<file path="config.mk">
export PLATFORM = sky130hd
export DESIGN_NAME = b_port_peer
export DESIGN_NICKNAME = d
export VERILOG_FILES = /design/src/rtl/b_port_peer_pkg.sv /design/src/rtl/b_port_timer.sv /design/src/rtl/b_port_peer.sv
export SDC_FILE = /design/constraint.sdc
export NUM_CORES = 1
export LEC_CHECK = 0
export BUFFER_PORTS_ARGS = -buffer_cell sky130_fd_sc_hd__buf_2
export CORE_MARGIN = 2
export CORE_UTILIZATION = 39
export CTS_CLUSTER_SIZE = 25
export DETAILED_ROUTE_END_ITERATION = 12
export PLACE_DENSITY = 0.83
export SETUP_SLACK_MARGIN = 0.1
export SLEW_MARGIN = 25
export SYNTH_ARGS = -nofsm -noshare
export SYNTH_HDL_FRONTEND = slang
export SYNTH_SLANG_ARGS = --single-unit
</file>
<file path="constraint.sdc">
create_clock -name clk -period 1.65 [get_ports clk]
set_input_delay 0.0825 -clock clk [delete_from_list [all_inputs] [get_ports clk]]
set_output_delay 0.0825 -clock clk [all_outputs]
set_load 0.05 [all_outputs]
</file>
<file path="src/rtl/b_port_peer_pkg.sv">
// ============================================================================
// Module   : b_port_peer_pkg
// Purpose  : Shared definitions for the moduleB peer: default port widths,
//            FSM state encoding and sideband bit positions.
// Ports    : none (package)
// Revision : 1.0 - initial release
// ============================================================================
`default_nettype none

package b_port_peer_pkg;

    // Default widths, used as parameter defaults by b_port_peer.
    localparam int c_data_to_b_width    = 32;
    localparam int c_data_from_b_width  = 32;
    localparam int c_b_extra_in_width   = 4;
    localparam int c_b_extra_out_width  = 4;
    localparam int c_timeout_cycles     = 16;

    // Sideband bit positions.
    localparam int c_strobe_bit    = 0;   // b_extra_in: request strobe
    localparam int c_rsp_valid_bit = 0;   // b_extra_out: response valid

    typedef enum logic [1:0] {
        ST_IDLE  = 2'd0,
        ST_ISSUE = 2'd1,
        ST_WAIT  = 2'd2,
        ST_RESP  = 2'd3
    } state_t;

    // Counter width able to hold the value `limit` itself.
    function automatic int timer_width(input int limit);
        return $clog2(limit + 1);
    endfunction

endpackage

`default_nettype wire

</file>
<file path="src/rtl/b_port_timer.sv">
// ============================================================================
// Module   : b_port_timer
// Purpose  : Saturating cycle counter for the moduleB response timeout.
//            clear loads 1 (the first counted cycle), enable adds 1 per
//            cycle and sticks at the counter maximum; expired is raised
//            once the count reaches LIMIT.
// Ports    : clk, rst    - clock / synchronous active-high reset
//            clear       - load count with 1 (has priority over enable)
//            enable      - increment count
//            expired     - count >= LIMIT
// Revision : 1.0 - initial release
// ============================================================================
`default_nettype none

module b_port_timer
    import b_port_peer_pkg::*;
#(
    parameter int LIMIT = 16
) (
    input  logic clk,
    input  logic rst,
    input  logic clear,
    input  logic enable,
    output logic expired
);

    localparam int c_width = timer_width(LIMIT);
    localparam logic [c_width-1:0] c_max   = '1;
    localparam logic [c_width-1:0] c_limit = c_width'(LIMIT);
    localparam logic [c_width-1:0] c_one   = c_width'(1);

    logic [c_width-1:0] r_count;

    always_ff @(posedge clk) begin
        if (rst) begin
            r_count <= '0;
        end else if (clear) begin
            r_count <= c_one;
        end else if (enable && (r_count != c_max)) begin
            r_count <= r_count + c_one;
        end
    end

    assign expired = (r_count >= c_limit);

endmodule

`default_nettype wire

</file>
<file path="src/rtl/b_port_peer.sv">
// ============================================================================
// Module   : b_port_peer
// Purpose  : Peer of moduleB's port set. Turns one upstream valid/ready
//            request into a single strobed transaction on data_to_B /
//            b_extra_in, waits for b_extra_out[0], and returns the captured
//            response on a valid/ready channel. One transaction in flight.
// Ports    : clk, rst                          - clock / sync active-high reset
//            req_valid, req_ready, req_data    - upstream request
//            rsp_valid, rsp_ready, rsp_data,
//            rsp_status, rsp_err               - downstream response
//            data_to_B, b_extra_in             - toward moduleB
//            data_from_B, b_extra_out          - from moduleB
// Config   : B_PORT_PEER_TIMEOUT_EN - when defined, a response that has not
//            arrived within TIMEOUT_CYCLES cycles of ISSUE+WAIT completes
//            with rsp_err=1 and zeroed data/status. When undefined there is
//            no timer and rsp_err is tied low.
// Revision : 1.0 - initial release
// ============================================================================
`default_nettype none

module b_port_peer
    import b_port_peer_pkg::*;
#(
    parameter int DATA_TO_B_BITWIDTH   = c_data_to_b_width,
    parameter int DATA_FROM_B_BITWIDTH = c_data_from_b_width,
    parameter int B_EXTRA_IN_BITWIDTH  = c_b_extra_in_width,
    parameter int B_EXTRA_OUT_BITWIDTH = c_b_extra_out_width,
    parameter int TIMEOUT_CYCLES       = c_timeout_cycles
) (
    input  logic                            clk,
    input  logic                            rst,
    input  logic                            req_valid,
    output logic                            req_ready,
    input  logic [DATA_TO_B_BITWIDTH-1:0]   req_data,
    output logic                            rsp_valid,
    input  logic                            rsp_ready,
    output logic [DATA_FROM_B_BITWIDTH-1:0] rsp_data,
    output logic [B_EXTRA_OUT_BITWIDTH-1:0] rsp_status,
    output logic                            rsp_err,
    output logic [DATA_TO_B_BITWIDTH-1:0]   data_to_B,
    input  logic [DATA_FROM_B_BITWIDTH-1:0] data_from_B,
    output logic [B_EXTRA_IN_BITWIDTH-1:0]  b_extra_in,
    input  logic [B_EXTRA_OUT_BITWIDTH-1:0] b_extra_out
);

    if (TIMEOUT_CYCLES < 2) begin : g_timeout_check
        $error("b_port_peer: TIMEOUT_CYCLES must be >= 2");
    end

    state_t                          r_state;
    state_t                          w_next_state;
    logic [DATA_TO_B_BITWIDTH-1:0]   r_data_to_b;
    logic                            r_strobe;
    logic                            r_rsp_valid;
    logic [DATA_FROM_B_BITWIDTH-1:0] r_rsp_data;
    logic [B_EXTRA_OUT_BITWIDTH-1:0] r_rsp_status;
    logic                            r_rsp_err;

    logic w_req_fire;
    logic w_busy;      // transaction outstanding toward moduleB
    logic w_rsp_seen;
    logic w_timeout;

    assign req_ready  = (r_state == ST_IDLE) && !rst;
    assign w_req_fire = req_valid && req_ready;
    assign w_busy     = (r_state == ST_ISSUE) || (r_state == ST_WAIT);
    assign w_rsp_seen = b_extra_out[c_rsp_valid_bit];

`ifdef B_PORT_PEER_TIMEOUT_EN
    b_port_timer #(
        .LIMIT   (TIMEOUT_CYCLES)
    ) u_timer (
        .clk     (clk),
        .rst     (rst),
        .clear   (w_req_fire),
        .enable  (w_busy),
        .expired (w_timeout)
    );
    assign rsp_err = r_rsp_err;
`else
    assign w_timeout = 1'b0;
    assign rsp_err   = 1'b0;
`endif

    // Next-state logic. A response seen in the same cycle the timer expires
    // takes precedence over the timeout.
    always_comb begin
        w_next_state = r_state;
        case (r_state)
            ST_IDLE:  if (w_req_fire) w_next_state = ST_ISSUE;
            ST_ISSUE,
            ST_WAIT: begin
                if (w_rsp_seen || w_timeout) w_next_state = ST_RESP;
                else                         w_next_state = ST_WAIT;
            end
            ST_RESP:  if (rsp_ready) w_next_state = ST_IDLE;
            default:  w_next_state = ST_IDLE;
        endcase
    end

    always_ff @(posedge clk) begin
        if (rst) begin
            r_state      <= ST_IDLE;
            r_data_to_b  <= '0;
            r_strobe     <= 1'b0;
            r_rsp_valid  <= 1'b0;
            r_rsp_data   <= '0;
            r_rsp_status <= '0;
            r_rsp_err    <= 1'b0;
        end else begin
            r_state  <= w_next_state;
            // Strobe is high for exactly the ISSUE cycle.
            r_strobe <= w_req_fire;
            if (w_req_fire) begin
                r_data_to_b <= req_data;
            end
            if (w_busy && w_rsp_seen) begin
                r_rsp_valid  <= 1'b1;
                r_rsp_data   <= data_from_B;
                r_rsp_status <= b_extra_out;
                r_rsp_err    <= 1'b0;
            end else if (w_busy && w_timeout) begin
                r_rsp_valid  <= 1'b1;
                r_rsp_data   <= '0;
                r_rsp_status <= '0;
                r_rsp_err    <= 1'b1;
            end else if ((r_state == ST_RESP) && rsp_ready) begin
                r_rsp_valid  <= 1'b0;
            end
        end
    end

    always_comb begin
        b_extra_in               = '0;
        b_extra_in[c_strobe_bit] = r_strobe;
    end

    assign data_to_B  = r_data_to_b;
    assign rsp_valid  = r_rsp_valid;
    assign rsp_data   = r_rsp_data;
    assign rsp_status = r_rsp_status;

endmodule

`default_nettype wire

</file>
==> Word level (Yosys, flattened, before mapping) <==
Cells that the tools add are included.
{ "totals": {"ff_bits": 72, "in_bits": 72, "out_inout_bits": 75, "word_cells": 27} }
{ "op_classes": {"n_eq_ne": 5, "mux": 6, "reduce_logical": 10} }
{ "op_table": {"columns": ["op", "count"], "rows": [
  ["one-hot mux 2 bit (3 select lines)", 1],
  ["equality test 2 bit (second input constant)", 2],
  ["logical AND 1 bit", 4],
  ["two-way mux 2 bit", 2],
  ["inequality test 2 bit (second input constant)", 2],
  ["two-way mux 1 bit", 3],
  ["equality test 2 x 1 -> 1 bit (second input constant)", 1],
  ["logical NOT 2 bit", 1],
  ["AND reduction 2 bit", 1],
  ["nonzero test 2 bit", 1],
  ["OR reduction 2 bit", 1],
  ["logical NOT 1 bit", 1],
  ["logical OR 1 bit", 1]
]} }

==> Depth between registers and ports, before layout <==
Gate-level depths: netlist of run 1.
{ "logic_depth": {"word_depth": 5, "depth_mapped": 7, "depth_no_buf": 6} }

==> Least setup slack after synthesis of run 1 <==
Ideal clock, no wire load.
{ "synth_timing": {"path_kind": "register to output", "startpoint": "register r_state[0]", "endpoint": "output req_ready", "arrival_ps": 1302, "slack_ps": 265, "path_stages_with_launch": 4, "path_cell_list": "dfxtp_1 > inv_1 > ha_1 > nor2b_1"} }
{ "synth_between": {"elab_chain_cells": 2} }
{ "synth_rtl": {"columns": ["element", "line_no", "text"], "rows": [
  ["start: declaration", "b_port_peer.sv:50", "state_t r_state;"],
  ["start signal: assignment", "b_port_peer.sv:111", "r_state <= w_next_state;"],
  ["logical NOT 2 bit", "b_port_peer.sv:64", "assign req_ready = (r_state == ST_IDLE) && !rst;"],
  ["logical AND 1 bit", "b_port_peer.sv:64", null],
  ["end: declaration", "b_port_peer.sv:33", "output logic req_ready,"]
]} }
No other way between the ends.

==> Final worst setup path of run 1 <==
{ "layout_timing": {"startpoint": "register r_state[0]", "endpoint": "register r_rsp_data[7], in the netlist rsp_data[7]"} }
{ "layout_between": {"elab_chain_cells": 3, "elab_cells_between_ends": 4, "classes_between": "eq/ne (2); reduce/logical (2)"} }
{ "layout_rtl": {"columns": ["element", "line_no", "text"], "rows": [
  ["equality test 2 x 1 -> 1 bit / equality test 2 bit (equally long branches)", "b_port_peer.sv:66", "assign w_busy = (r_state == ST_ISSUE) || (r_state == ST_WAIT);"],
  ["logical OR 1 bit (*)", "b_port_peer.sv:66", null],
  ["logical AND 1 bit (*)", "b_port_peer.sv:117", "if (w_busy && w_rsp_seen) begin"],
  ["end signal: assignment", "b_port_peer.sv:119", "r_rsp_data <= data_from_B;"],
  ["end: declaration", "b_port_peer.sv:55", "logic [DATA_FROM_B_BITWIDTH-1:0] r_rsp_data;"]
]} }
Mark *: on every way between the ends. The rest lies on a longest branch, timed or not.
A chain may end at the register's enable or synchronous reset.

==> flow_summary.rst, run 1 <==
.. list-table::
   :header-rows: 1

   * - Metric
     - Value
   * - Result of the run
     - complete, no violations
   * - TritonCTS clock tree
     - done
   * - Data required time of the critical path
     - around 1.9 ns
   * - Leakage
     - 2.153 nW
   * - Number of antenna violations at the first check in global routing
     - 0
   * - Syn-to-layout area delta
     - 58.26%
   * - Type of the most critical hold path
     - in -> reg
   * - Layout fillers
     - between 500 and 600
   * - Placement-stage cell area
     - ~3500 sq um
   * - Worst-path clk slew
     - 0.08 ns
   * - Element type at the critical path end
     - flop
   * - Register cell area after layout
     - about 1400 sq um
   * - Height of the die
     - roughly 89 microns
   * - Number of buffers inserted by port buffering
     - roughly 140
   * - Weighted congestion at the end of routability-driven global placement
     - 0.7263
   * - Placement row count
     - 30
   * - Placeable Area
     - 6869 sq um
   * - Areal power density over the cells
     - 1490 nW/um^2
   * - Flop and latch count out of synthesis
     - 72
   * - Share of post-route cells with drive strength above 1
     - between 30% and 40%
   * - Total via count after detailed routing
     - just under 3000
   * - Maximum number of pins on one net before global-route repair
     - 52
   * - Die extent in x
     - between 80 and 90 microns
   * - WHS Endpoint
     - rsp_valid
   * - Initial Util
     - between 40% and 50%
   * - Number of top-level design ports
     - around 150
   * - Residual DRC
     - 0
   * - Dominant cells by area after synthesis
     - dfxtp_1 (51%), nand2_1 (17%), nand3b_1 (8.5%)
   * - Number of global-route vias before repair
     - between 2000 and 3000
   * - Master of the slowest instance on the critical path
     - ha_2
   * - Vias per inst
     - between 4 and 5
   * - Cell area after layout
     - 4449 sq um
   * - Maximum Capacitance Violations
     - 0
   * - Count of routing violations after the opening detailed-route iteration
     - roughly 110
   * - Cells traversed along the worst timing path
     - inv_1 > ha_2 > and2_4 > buf_12 > nand2_1 > a21oi_2
   * - Total of endpoints with negative setup slack in the final report
     - 0
   * - Detailed placement HPWL
     - around 4600 microns
   * - Count of final hold-check violations
     - 0
   * - Register-to-Register Path Depth
     - 6
   * - Fraction of synthesis flops using an asynchronous set or reset pin
     - 0%
   * - Setup TNS Final
     - 0 ns
   * - Grt total ovfl
     - 0
   * - Clock Tree Root
     - clkbuf_8
   * - Critical path launch point type
     - flop
   * - Part of the Yosys area used for sequential elements
     - about half
   * - Worst reg-to-reg setup slack
     - 0.20 ns
   * - Max rail drop VDD
     - around 0.00097 V
   * - Setup repair after global routing missed its margin
     - false
   * - Area of the die
     - between 7000 and 8000 sq um
   * - Startpoint of the worst-slack reg-to-reg timing path
     - r_state[0]
   * - Worst path bufs/invs
     - 2
   * - Max frequency
     - between 0.6 and 0.7 GHz
   * - Antenna Nets Post-Route
     - 0
   * - Synthesized instance count
     - around 320
   * - Number of warnings issued by yosys
     - 0
   * - Max incr delay on CP
     - 0.39 ns
   * - Final period utilization
     - around nine tenths
   * - Maximum clock insertion buffer count
     - 2
   * - # nets final
     - around 600
   * - Family of cells with the greatest summed delay on the critical path
     - adder cells
   * - Syn avg cell area
     - roughly 8.7 sq um
   * - Area share of the leading cell type in the synthesized netlist
     - 51.27%
   * - Number of CTS-inserted buffers
     - 9
   * - Global-route wire length before repair
     - around 13000 microns
   * - Clock Sink Count
     - roughly 70
   * - Post-detailed-route wirelength per cell
     - ~13 microns
   * - Hold Crit Depth
     - 4
   * - Synthesized area
     - ~2800 sq um
   * - Arrival time at the worst endpoint
     - roughly 1.7 ns
   * - Largest driver fanout on the critical path
     - 16
   * - Largest area contributor in the netlist
     - dfxtp_1
   * - Min cycle time layout
     - roughly 1.5 ns
   * - Final WL
     - between 8000 and 9000 microns
   * - Diodes inserted
     - 0
   * - Area occupied by multi-input gates
     - roughly 1200 sq um
   * - Number of distinct standard cells referenced by the synthesized netlist
     - 23
   * - DRT Pass-1 Iters
     - 6
   * - Startpoint of the tightest hold check path
     - rsp_ready
   * - Dominant register cell in the synthesized netlist
     - dfxtp_1
   * - Pins Over Slew Limit
     - 0
   * - Number of enable-type register cells in the synthesized netlist
     - 0
   * - Terminus of the critical flop-to-flop path
     - rsp_data[7]
   * - Clock insertion delay at the later pin of the skew report
     - ~0.34 ns
   * - H-tree level count
     - 3
   * - Worst Clk Skew
     - approximately 0.011 ns
   * - Kind of critical path
     - reg -> reg
   * - Most frequent cells after synthesis
     - nand2_1 (125), dfxtp_1 (72), nand3b_1 (32)
   * - Most common cell in the netlist
     - nand2_1
   * - GR Util All Layers
     - about a fifth
per-layer routing:
layer	vias up	track usage, %	routed length [microns]
li1	1435	-	-
met1	1290	23.78	3387
met2	160	35.07	3912
met3	25	6.187	762
met4	0	10.19	227
met5	-	0	0
flip-flops by register name, indices dropped and copies added (netlist names):
register,cells
rsp_status,4
data_to_B,32
rsp_data,32
r_strobe,1
r_state,2
rsp_valid,1
report_power, final:
group	switching [mW]	internal, mW
Clock	0.644	0.703
Combinational	2.12	0.884
Sequential	0.185	2.10
worst max path at each step:
stage                     from          end  cells after the start
floorplan           r_state[0]    req_ready                      3
global placement    r_state[1]  rsp_data[4]                      6
detailed placement  r_state[0]  rsp_data[3]                      6
CTS                 r_state[0]  rsp_data[7]                      6
global route        r_state[0]  rsp_data[7]                      6
finish              r_state[0]  rsp_data[7]                      6
metrics by stage:
step / instances / power [mW] / setup WS (ns) / hold WS (ns) / utilization, %
floorplan: 327 / 4.513 / 0.2654 / 0.1815 / -
global placement: 544 / 5.002 / 0.1091 / 0.2637 / 51.46
detailed placement: 544 / 5.054 / 0.09046 / 0.2691 / 51.46
CTS: 628 / 6.581 / 0.1068 / 0.04809 / 64.17
global route: 630 / 6.977 / 0.1039 / 0.08047 / 64.77
finish: 630 / 6.629 / 0.1957 / 0.06816 / 64.77
worst min-delay path, delay by kind of cell:
kind / cells / cell delay, ns
compound gates: 1 / 0.06
simple gates: 2 / 0.12
buf+inv: 1 / 0.11
cells in the final DEF (no fill, tap or decap), drive strengths merged:
cell type / n
buf: 148
inv: 4
conb: 4
dlygate4sd3: 67
nor2: 4
and2: 2
o21bai: 1
nand2b: 3
nor2b: 2
mux2i: 2
nand2: 136
clkinv: 2
ha: 2
or2b: 1
nand3b: 33
dfxtp: 72
a21oi: 37
bufinv: 1
clkbuf: 11
clkinvlp: 2
final cells by class:
cell class,count,area share (%)
timing repair buffer,216,33.13
inverter,3,0.3093
tap,96,2.700
clock buffer,10,2.868
multi-input combinational,227,27.08
sequential,72,32.40
clock inverter,6,1.519
kinds of logic after synthesis:
logic type      count (synthesis)  synth area share (%)
compound gates                 38                 9.524
fa+ha+maj                       2                0.8899
buf+inv                        29                 6.853
flops                          72                 51.27
mux                             2                0.7121
other cells                     1                0.1334
simple gates                  180                 30.62
timing repair:
action                                  CTS  global route
endpoints found under the hold margin    67             0
endpoints found under the setup margin   16            61
resized for setup                         0             6
hold buffers                             67             0
pin swaps                                 1             1
gates cloned                              1             0
buffers inserted                          0             2
(Power assumes the default switching activity.)
==> run 2, diff against run 1 <==
ABC_AREA = 1   (was unset)
PLACE_DENSITY = 0.72   (was 0.83)
==> run 2 against run 1 <==
Worst hold slack worse by 0.054 ns. Wire length fell by 13%. Flip-flop and latch count is the same. Via count decreased by 7.5%. First-iteration DRC count decreased by 7.1%. Die area down 6.5%. Clock skew is 0.0035 ns lower. Synthesized cell count is 1.5% higher. Sequential share of layout area rose by 4.5 points. Maximum frequency grew 3.3%. Utilization fell by 3.9 points.
==> flow_summary.rst, run 2 <==
.. list-table::
   :header-rows: 1

   * - Metric
     - Value
   * - Result of the run
     - complete, no violations (unchanged)
   * - Final WL
     - 7189 microns (was 8289 microns)
   * - Clock Sink Count
     - 72 (unchanged)
   * - H-tree level count
     - 3 (unchanged)
   * - Dominant register cell in the synthesized netlist
     - dfxtp_1 (unchanged)
   * - DRT Pass-1 Iters
     - 4 (was 6)
   * - Most frequent cells after synthesis
     - nor2_1 (76), dfxtp_1 (72), nand2_1 (69) (was nand2_1 (125), dfxtp_1 (72), nand3b_1 (32))
   * - Area of the die
     - 7393 sq um (was 7904 sq um)
   * - Element type at the critical path end
     - output port (was flop)
   * - Switching part of the total power
     - 48.20% (was 44.42%)
   * - Clock Tree Root
     - clkbuf_8 (unchanged)
   * - Sequential cell fraction of total power
     - 33.9% (was 34.4%)
   * - Placeable Area
     - 6422 sq um (was 6869 sq um)
   * - Synthesized area
     - 2621 sq um (was 2811 sq um)
   * - Maximum Capacitance Violations
     - 0 (unchanged)
   * - Height of the die
     - 85.98 microns (was 88.91 microns)
   * - Area share of the leading cell type in the synthesized netlist
     - 54.99% (was 51.27%)
   * - Setup TNS Final
     - 0 ns (unchanged)
   * - Layout fillers
     - 554 (was 552)
   * - Max frequency
     - 0.7106 GHz (was 0.6876 GHz)
   * - GR Util All Layers
     - 19.39% (was 20.70%)
   * - Register-to-Register Path Depth
     - 8 (was 6)
   * - # nets final
     - 580 (was 603)
   * - Maximum clock insertion buffer count
     - 2 (unchanged)
   * - Leading cell type in the layout, fill and taps excluded
     - buf_2 (unchanged)
   * - Most common cell in the netlist
     - nor2_1 (was nand2_1)
   * - Post-detailed-route wirelength per cell
     - 12.25 microns (was 13.16 microns)
   * - Number of warnings issued by yosys
     - 0 (unchanged)
   * - Power share of the clock group
     - 18.1% (was 20.3%)
   * - Most frequent cells in the layout
     - buf_2 (142), nor2_1 (76), dfxtp_1 (72) (was buf_2 (141), nand2_1 (125), dfxtp_1 (72))
   * - Number of top-level design ports
     - 147 (unchanged)
   * - Total via count after detailed routing
     - 2691 (was 2910)
   * - Cell area after layout
     - 3909 sq um (was 4449 sq um)
   * - Largest area contributor in the netlist
     - dfxtp_1 (unchanged)
   * - Net switching power
     - 3.563 mW (was 2.945 mW)
   * - Placement row count
     - 29 (was 30)
   * - Number of enable-type register cells in the synthesized netlist
     - 0 (unchanged)
   * - Grt total ovfl
     - 0 (unchanged)
   * - Placement-stage cell area
     - 3308 sq um (was 3535 sq um)
   * - Synthesized instance count
     - 329 (was 324)
   * - Total power
     - 7.392 mW (was 6.629 mW)
   * - Areal power density over the cells
     - 1891 nW/um^2 (was 1490 nW/um^2)
   * - Diodes inserted
     - 0 (unchanged)
   * - Critical path launch point type
     - flop (unchanged)
   * - Max rail drop VDD
     - 0.0006867 V (was 0.0009654 V)
   * - Count of final hold-check violations
     - 0 (unchanged)
   * - Largest driver fanout on the critical path
     - 3 (was 16)
   * - Part of the Yosys area used for sequential elements
     - 54.99% (was 51.27%)
   * - TritonCTS clock tree
     - done (unchanged)
   * - Syn-to-layout area delta
     - 49.12% (was 58.26%)
   * - Syn avg cell area
     - 7.967 sq um (was 8.677 sq um)
   * - Number of buffers inserted by port buffering
     - 142 (unchanged)
   * - Count of routing violations after the opening detailed-route iteration
     - 104 (was 112)
   * - Arrival time at the worst endpoint
     - 1.32 ns (was 1.72 ns)
   * - Startpoint of the tightest hold check path
     - data_from_B[24] (was rsp_ready)
   * - Maximum number of pins on one net before global-route repair
     - 57 (was 52)
   * - Setup repair after global routing missed its margin
     - false (unchanged)
   * - Clock insertion delay at the later pin of the skew report
     - 0.33 ns (was 0.34 ns)
   * - Detailed placement HPWL
     - 4539 microns (was 4590 microns)
   * - Dominant cells by area after synthesis
     - dfxtp_1 (55%), nor2_1 (11%), nand2_1 (9.9%) (was dfxtp_1 (51%), nand2_1 (17%), nand3b_1 (8.5%))
   * - Gate power share
     - 48.0% (was 45.2%)
   * - Number of CTS-inserted buffers
     - 9 (unchanged)
   * - Die extent in x
     - 85.98 microns (was 88.91 microns)
   * - Residual DRC
     - 0 (unchanged)
   * - Global-route wire length before repair
     - 11300 microns (was 12610 microns)
   * - Beginning of the critical path
     - r_state[0] (unchanged)
   * - Number of distinct standard cells referenced by the synthesized netlist
     - 20 (was 23)
   * - Flop and latch count out of synthesis
     - 72 (unchanged)
   * - Worst-path clk slew
     - 0.07 ns (was 0.08 ns)
   * - Final period utilization
     - 85.29% (was 88.14%)
   * - Weighted congestion at the end of routability-driven global placement
     - 0.7577 (was 0.7263)
   * - Worst Clk Skew
     - 0.007965 ns (was 0.01146 ns)
   * - Initial Util
     - 40.81% (was 40.93%)
   * - Final hold slack
     - 0.01422 ns (was 0.06816 ns)
   * - Share of post-route cells with drive strength above 1
     - 32.35% (was 37.45%)
   * - Type of the most critical hold path
     - in -> reg (unchanged)
   * - Startpoint of the worst-slack reg-to-reg timing path
     - r_state[0] (unchanged)
   * - Fraction of synthesis flops using an asynchronous set or reset pin
     - 0% (unchanged)
   * - Total of endpoints with negative setup slack in the final report
     - 0 (unchanged)
   * - Internal Pwr Total
     - 3.829 mW (was 3.684 mW)
   * - Number of global-route vias before repair
     - 2549 (was 2879)
   * - Min cycle time layout
     - 1.407 ns (was 1.454 ns)
   * - Antenna Nets Post-Route
     - 0 (unchanged)
   * - Leakage
     - 2.053 nW (was 2.153 nW)
   * - Number of antenna violations at the first check in global routing
     - 0 (unchanged)
   * - Pins Over Slew Limit
     - 0 (unchanged)
   * - Hold Crit Depth
     - 3 (was 4)
   * - Kind of critical path
     - reg -> out (was reg -> reg)
   * - Vias per inst
     - 4.584 (was 4.619)
   * - Data required time of the critical path
     - 1.57 ns (was 1.91 ns)
==> run 2: changes by cell type after synthesis, moves of 4 or more <==
cell / change
nand2_1: -56
a21oi_2: -20
nor2_1: +72
nand3b_1: -32
nand2_2: -10
inv_1: +4
o21ai_1: +5
buf_6: +5
buf_4: +5
nand3_1: +34
a21oi_1: -14
buf_2: -11
o21ai_0: +31
==> run 2: critical path, cell delays in order (launching register included) <==
cell and delay, ns:
dfxtp_1 0.33, inv_1 0.06, ha_1 0.16, inv_1 0.07, nor2_4 0.10, buf_2 0.29
==> run 2: layer usage <==
layer	part of all wire, %	global-route usage [%]	vias to the layer above
met1	39	20.98	1180
met4	3.8	11.40	0
met3	5.7	5.005	26
li1	-	-	1384
met2	51	33.90	101
met5	0	0	-
==> run 2: cells by family after synthesis <==
group | count (synthesis) | synth area share, %
simple gates | 182 | 28.35
flops | 72 | 54.99
compound gates | 39 | 7.446
buf+inv | 33 | 8.114
fa+ha+maj | 2 | 0.9545
other cells | 1 | 0.1431
==> run 2: stage by stage <==
stage	util, %	worst slack, ns	std cells
2_1_floorplan	-	0.2748	332
3_3_place_gp	51.51	0.2443	531
3_5_place_dp	51.51	0.1982	531
4_1_cts	60.67	0.1780	586
5_1_grt	60.86	0.1222	587
6_report	60.86	0.2427	587
==> run 2: area by class of cell <==
cell class / instances / area (sq um) / share of cell area, %
clock inverter: 3 / 42.54 / 1.088
multi-input combinational: 227 / 978.4 / 25.03
timing repair buffer: 187 / 1164 / 29.77
tap: 77 / 96.34 / 2.465
inverter: 9 / 41.29 / 1.056
sequential: 72 / 1441 / 36.88
clock buffer: 12 / 145.1 / 3.713
==> run 2: path summary, 6_finish.rpt <==
| check | slack, ns | to |
|---|---|---|
| max | 0.24 | req_ready |
| min | 0.01 | rsp_data[24] |
| min reg2reg | 0.46 | data_to_B[0] |
| max reg2reg | 0.24 | r_state[0] |
==> run 2: repair_timing <==
action                                  in CTS  in global routing
hold endpoints to repair                    40                  1
endpoints found under the setup margin       0                  1
hold buffers                                40                  1
gates resized for setup                      0                  1
setup buffers                                0                  0
==> run 2: power groups by stage <==
stage | logic (mW) | clock network [mW] | registers (mW)
2_1_floorplan | 1.05 | 0 | 4.24
4_1_cts | 3.55 | 1.38 | 2.50
6_report | 3.55 | 1.34 | 2.51
3_3_place_gp | 3.43 | 0 | 2.52
5_1_grt | 3.79 | 1.49 | 2.57
3_5_place_dp | 3.48 | 0 | 2.54
